[config.mk]
export PLATFORM = sky130hd
export DESIGN_NAME = dvsd_pd_stream
export DESIGN_NICKNAME = d
export VERILOG_FILES = /design/src/rtl/dvsd_pd_stream.sv
export SDC_FILE = /design/constraint.sdc
export NUM_CORES = 1
export LEC_CHECK = 0
export ABC_AREA = 1
export CAP_MARGIN = 20
export CORE_MARGIN = 2
export CORE_UTILIZATION = 30
export DETAILED_ROUTE_END_ITERATION = 10
export PLACE_DENSITY_LB_ADDON = 0.15
export SLEW_MARGIN = 10
export SYNTH_ARGS = -nofsm -noshare
export SYNTH_HDL_FRONTEND = slang
export SYNTH_SLANG_ARGS = --single-unit
[constraint.sdc]
create_clock -name clk -period 2.1 [get_ports clk]
set_input_delay 0.525 -clock clk [delete_from_list [all_inputs] [get_ports clk]]
set_output_delay 0.525 -clock clk [all_outputs]
set_load 0.03 [all_outputs]
[src/rtl/dvsd_pd_stream.sv]
// -----------------------------------------------------------------------------
// dvsd_pd_stream
//   Receive-side decoder for the dvsd_pe 8:3 priority-encoder word
//   {code[2:0], gs, eno}. Words arrive over valid/ready, are decoded back to
//   the one-hot request and queued in a small FIFO. The block also keeps:
//   a sticky mask of every line seen, a saturating count of gs words, and a
//   sticky error flag for the illegal gs=1/eno=1 combination.
//
// Ports
//   clk, rst_n          clock (rising edge), async active-low reset
//   in_valid/in_ready   input handshake (in_ready = !full, low in reset)
//   in_code/gs/eno      encoder word
//   out_valid/out_ready output handshake on the FIFO head
//   out_onehot/none/dis decoded head word (all zero when out_valid=0)
//   seen, seen_clr      sticky OR of accepted one-hots, sync clear
//   evt_cnt             saturating count of accepted gs=1 words
//   err                 sticky illegal-word flag, cleared only by reset
// -----------------------------------------------------------------------------
module dvsd_pd_stream #(
  parameter int DEPTH = 2,
  parameter int CNT_W = 8
) (
  input  logic             clk,
  input  logic             rst_n,
  input  logic             in_valid,
  output logic             in_ready,
  input  logic [2:0]       in_code,
  input  logic             in_gs,
  input  logic             in_eno,
  output logic             out_valid,
  input  logic             out_ready,
  output logic [7:0]       out_onehot,
  output logic             out_none,
  output logic             out_dis,
  output logic [7:0]       seen,
  input  logic             seen_clr,
  output logic [CNT_W-1:0] evt_cnt,
  output logic             err
);

  localparam int          AW     = $clog2(DEPTH);
  localparam logic [AW:0] FULL_C = (AW+1)'(DEPTH);

  // Entry layout: {dis, none, onehot[7:0]}
  logic [9:0]       mem_q [DEPTH];
  logic [AW-1:0]    wr_ptr_q, rd_ptr_q;
  logic [AW:0]      cnt_q, cnt_d;
  logic [7:0]       seen_q, seen_d;
  logic [CNT_W-1:0] evt_q, evt_d;
  logic             err_q, err_d;

  logic       full, empty, accept, illegal, push, pop;
  logic [7:0] dec_onehot;
  logic       dec_none, dec_dis;
  logic [9:0] head;

  assign full  = (cnt_q == FULL_C);
  assign empty = (cnt_q == '0);

  // Gating with rst_n keeps the handshake closed while reset is asserted;
  // after release an empty FIFO accepts immediately.
  assign in_ready  = rst_n & ~full;
  assign out_valid = ~empty;

  assign accept  = in_valid & in_ready;
  assign illegal = in_gs & in_eno;
  // Illegal words complete the handshake but never enter the FIFO.
  assign push    = accept & ~illegal;
  // pop qualifies on out_valid, so an empty FIFO ignores out_ready even when
  // a push lands on the same edge.
  assign pop     = out_valid & out_ready;

  always_comb begin
    dec_onehot = '0;
    if (in_gs) dec_onehot = 8'b1 << in_code;
  end
  assign dec_none = ~in_gs & in_eno;
  assign dec_dis  = ~in_gs & ~in_eno;

  always_comb begin
    cnt_d = cnt_q;
    case ({push, pop})
      2'b10:   cnt_d = cnt_q + 1'b1;
      2'b01:   cnt_d = cnt_q - 1'b1;
      default: cnt_d = cnt_q;
    endcase
  end

  always_comb begin
    seen_d = seen_clr ? 8'h00 : seen_q;
    if (push) seen_d = seen_d | dec_onehot;
  end

  always_comb begin
    evt_d = evt_q;
    if (push && in_gs && (evt_q != {CNT_W{1'b1}})) evt_d = evt_q + 1'b1;
  end

  always_comb begin
    err_d = err_q;
    if (accept && illegal) err_d = 1'b1;
  end

  always_ff @(posedge clk or negedge rst_n) begin
    if (!rst_n) begin
      for (int i = 0; i < DEPTH; i++) mem_q[i] <= '0;
      wr_ptr_q <= '0;
      rd_ptr_q <= '0;
      cnt_q    <= '0;
      seen_q   <= '0;
      evt_q    <= '0;
      err_q    <= 1'b0;
    end else begin
      if (push) begin
        mem_q[wr_ptr_q] <= {dec_dis, dec_none, dec_onehot};
        wr_ptr_q        <= wr_ptr_q + 1'b1;  // DEPTH is a power of two: wraps
      end
      if (pop) rd_ptr_q <= rd_ptr_q + 1'b1;
      cnt_q  <= cnt_d;
      seen_q <= seen_d;
      evt_q  <= evt_d;
      err_q  <= err_d;
    end
  end

  assign head       = mem_q[rd_ptr_q];
  assign out_onehot = out_valid ? head[7:0] : 8'h00;
  assign out_none   = out_valid & head[8];
  assign out_dis    = out_valid & head[9];

  assign seen    = seen_q;
  assign evt_cnt = evt_q;
  assign err     = err_q;

endmodule

==> run metrics <==
worst slack at placement=49.0 ps; CTS Sinks=41; final hold slack=284 ps; R2R cell count=7; num ports=39; Netlist cell types=28; Mean Syn Cell Area=8.23 um2; min cycle time layout=1990 ps; final number of max-transition violations=0; Synth Register Bits=41; Core ar.=6760 um2; R2R Path Start=evt_cnt[0]$_DFFE_PN0P_; max incr delay on CP=710 ps; first-pass GRT wire length=7820 um; Post-CTS Hold Fix Bufs=0; Buffers on Ports=38; DRT Wirelength=4680 um; Setup TNS Final=0 ps; RR Endpoint=evt_cnt[6]$_DFFE_PN0P_; grt ovf=0; R2R setup slack=580 ps; CTS HTree Levels=2; Finished Cell Area=2690 um2; crit path max fanout=7; Pre-antenna DRT Iters=4; all-layer global routing usage=0.132; critical path type=flip-flop to output port; sequential cell area=1030 um2; outcome=completed; Arr. time, crit path=1470 ps; pwr dens=1220 nW/um2; root buffer cell=clkbuf_8; min-delay worst type=primary input to async pin; Total Power=3.29 mW; Leak=1.30 nW; Cells after Synth=252; final worst-path cycle share=0.948; CTS max path bufs=2; Final ANT Viol Nets=0; ranking of synthesized cells by area=dfrtp_1 49%, nand2_1 12%, inv_1 7.2%; placed cell areas=2570 um2; Worst Skew=11.9 ps; Yosys top cell by area=dfrtp_1; Crit path required time=1570 ps; area grow syn2layout=29.6%; ant diodes=0; number of global-route vias before repair=1625; CTS tree=built; Max-Cap Viols=0; initial antenna violation count=0; routed wire length per instance=12.3 um; Final Wtd Congestion=0.781; top cell type's share of synthesized area=0.495; Clk pin slew, worst setup/hold paths=80 ps; Worst-Margin Slew=358 ps; DR iter-0 viols=74; synthesized cell area=2070 um2; startpoint types=flip-flop; Clock Latency Late Sink=290 ps; Peak VDD IR=0.856 mV; initial core utilization=0.307; DIE AREA=7600 um2; worst rel slew slack=0.761; unrepaired setup endpoints after global routing=no; fillers=701; Fmax=502 MHz; drc violations=0; critical path's slowest cell=clkdlybuf4s50_1; dpl hpwl=3440 um; part of the Yosys area used for sequential elements=0.495; CTS buffer count=5; CP bufs+invs=1; slack of the critical path=109 ps; largest net degree at the start of global routing=28; area of the multi-input gates=833 um2; Synth Net Count=264; row count=30; # setup viols final=0; CP Capture Type=output port; worst path cell trace=clkdlybuf4s50_1; Via-to-Cell Ratio=4.49; final hold violation count=0; Die Wd=87.2 um; vias post-DR=1712; Nets=312; family with the most delay on the worst path=buffers and inverters; Yosys Warn Count=0; die height=87.2 um; layout cells sized above 1=0.173
## where the power goes
part	switching, mW	total, mW	internal, mW
combinational	0.926	1.50	0.573
clock	0.278	0.666	0.388
sequential	0.125	1.12	0.997
## state kept, by name (all words and copies together), names as in the netlist
register  cells
err           1
cnt_q         2
rd_ptr_q      1
mem_q        20
evt_cnt       8
seen          8
wr_ptr_q      1
## worst max path at each step
stage                            from                   end  slack [ps]  depth (start not counted)
2_1_floorplan    cnt_q[1]$_DFFE_PN0P_              out_none         190                          5
3_3_place_gp                 in_valid  cnt_q[1]$_DFFE_PN0P_          60                          6
3_5_place_dp                 in_valid  cnt_q[1]$_DFFE_PN0P_          50                          6
4_1_cts          cnt_q[0]$_DFFE_PN0P_         out_onehot[0]           7                          6
5_1_grt        evt_cnt[2]$_DFFE_PN0P_            evt_cnt[2]          10                          1
6_report       evt_cnt[2]$_DFFE_PN0P_            evt_cnt[2]         110                          1
## per-layer routing
layer  vias to the layer above  GRT usage  part of all wire
met4                         0     0.0434             0.012
li1                        889          -                 -
met1                       783      0.182              0.51
met3                         7     0.0360             0.041
met5                         -          0                 0
met2                        33      0.203              0.43
## synthesized netlist by cell type
cell / number
a21boi_0: 1
a21oi_1: 11
buf_1: 1
buf_2: 3
buf_4: 1
buf_6: 2
clkbuf_1: 2
dfrtp_1: 41
ha_1: 2
inv_1: 40
inv_2: 3
nand2_1: 66
nand2_2: 2
nand2_4: 1
nand3_1: 10
nand3_2: 1
nand3_4: 1
nand3b_1: 1
nand4_4: 1
nor2_1: 15
nor2_4: 2
o21ai_0: 15
o21ai_1: 8
o21ai_2: 7
o21bai_1: 1
o22ai_1: 8
xnor2_1: 3
xor2_1: 3
## through the flow
stage	utilization	instances
floorplan	-	252
global placement	0.380	373
detailed placement	0.380	373
CTS	0.397	381
global route	0.398	381
finish	0.398	381
## cell usage in the layout (no fill, tap or decap), types with 2 or more instances in the layout
cell and instances:
dfrtp_1 40, o21ai_0 15, xnor2_1 3, o22ai_1 8, a21oi_1 11, xor2_1 3, inv_2 4, o21ai_2 7
ha_1 2, buf_4 22, nand2_1 66, nand2_2 2, clkbuf_8 6, clkdlybuf4s50_1 25, o21ai_1 8, nand3_1 10
nor2_1 14, inv_1 39, nor2_4 2
## area by class of cell
class	count	share of cell area
repair buffers	50	0.167
clock inverters	1	0.0112
inverters	43	0.0601
multi-input cells	159	0.310
clock buffers	7	0.0321
flip-flops and latches	41	0.382
well taps	80	0.0372
## timing repair
item,in CTS,in global routing
gates resized for setup,1,3
endpoints found under the hold margin,0,0
setup buffers,0,0
setup endpoints to repair,1,10
## logic make-up (layout without fill, tap and decap cells)
family | count (synthesis) | count (layout) | synth area share
AO/OA/AOI/OAI | 51 | 51 | 0.143
flip-flops | 41 | 41 | 0.495
adder cells (fa/ha/maj) | 2 | 2 | 0.0121
buffers and inverters | 52 | 101 | 0.105
AND/OR/NAND/NOR | 100 | 100 | 0.220
XOR/XNOR | 6 | 6 | 0.0253
No activity file was read; power rests on OpenSTA's default activity.
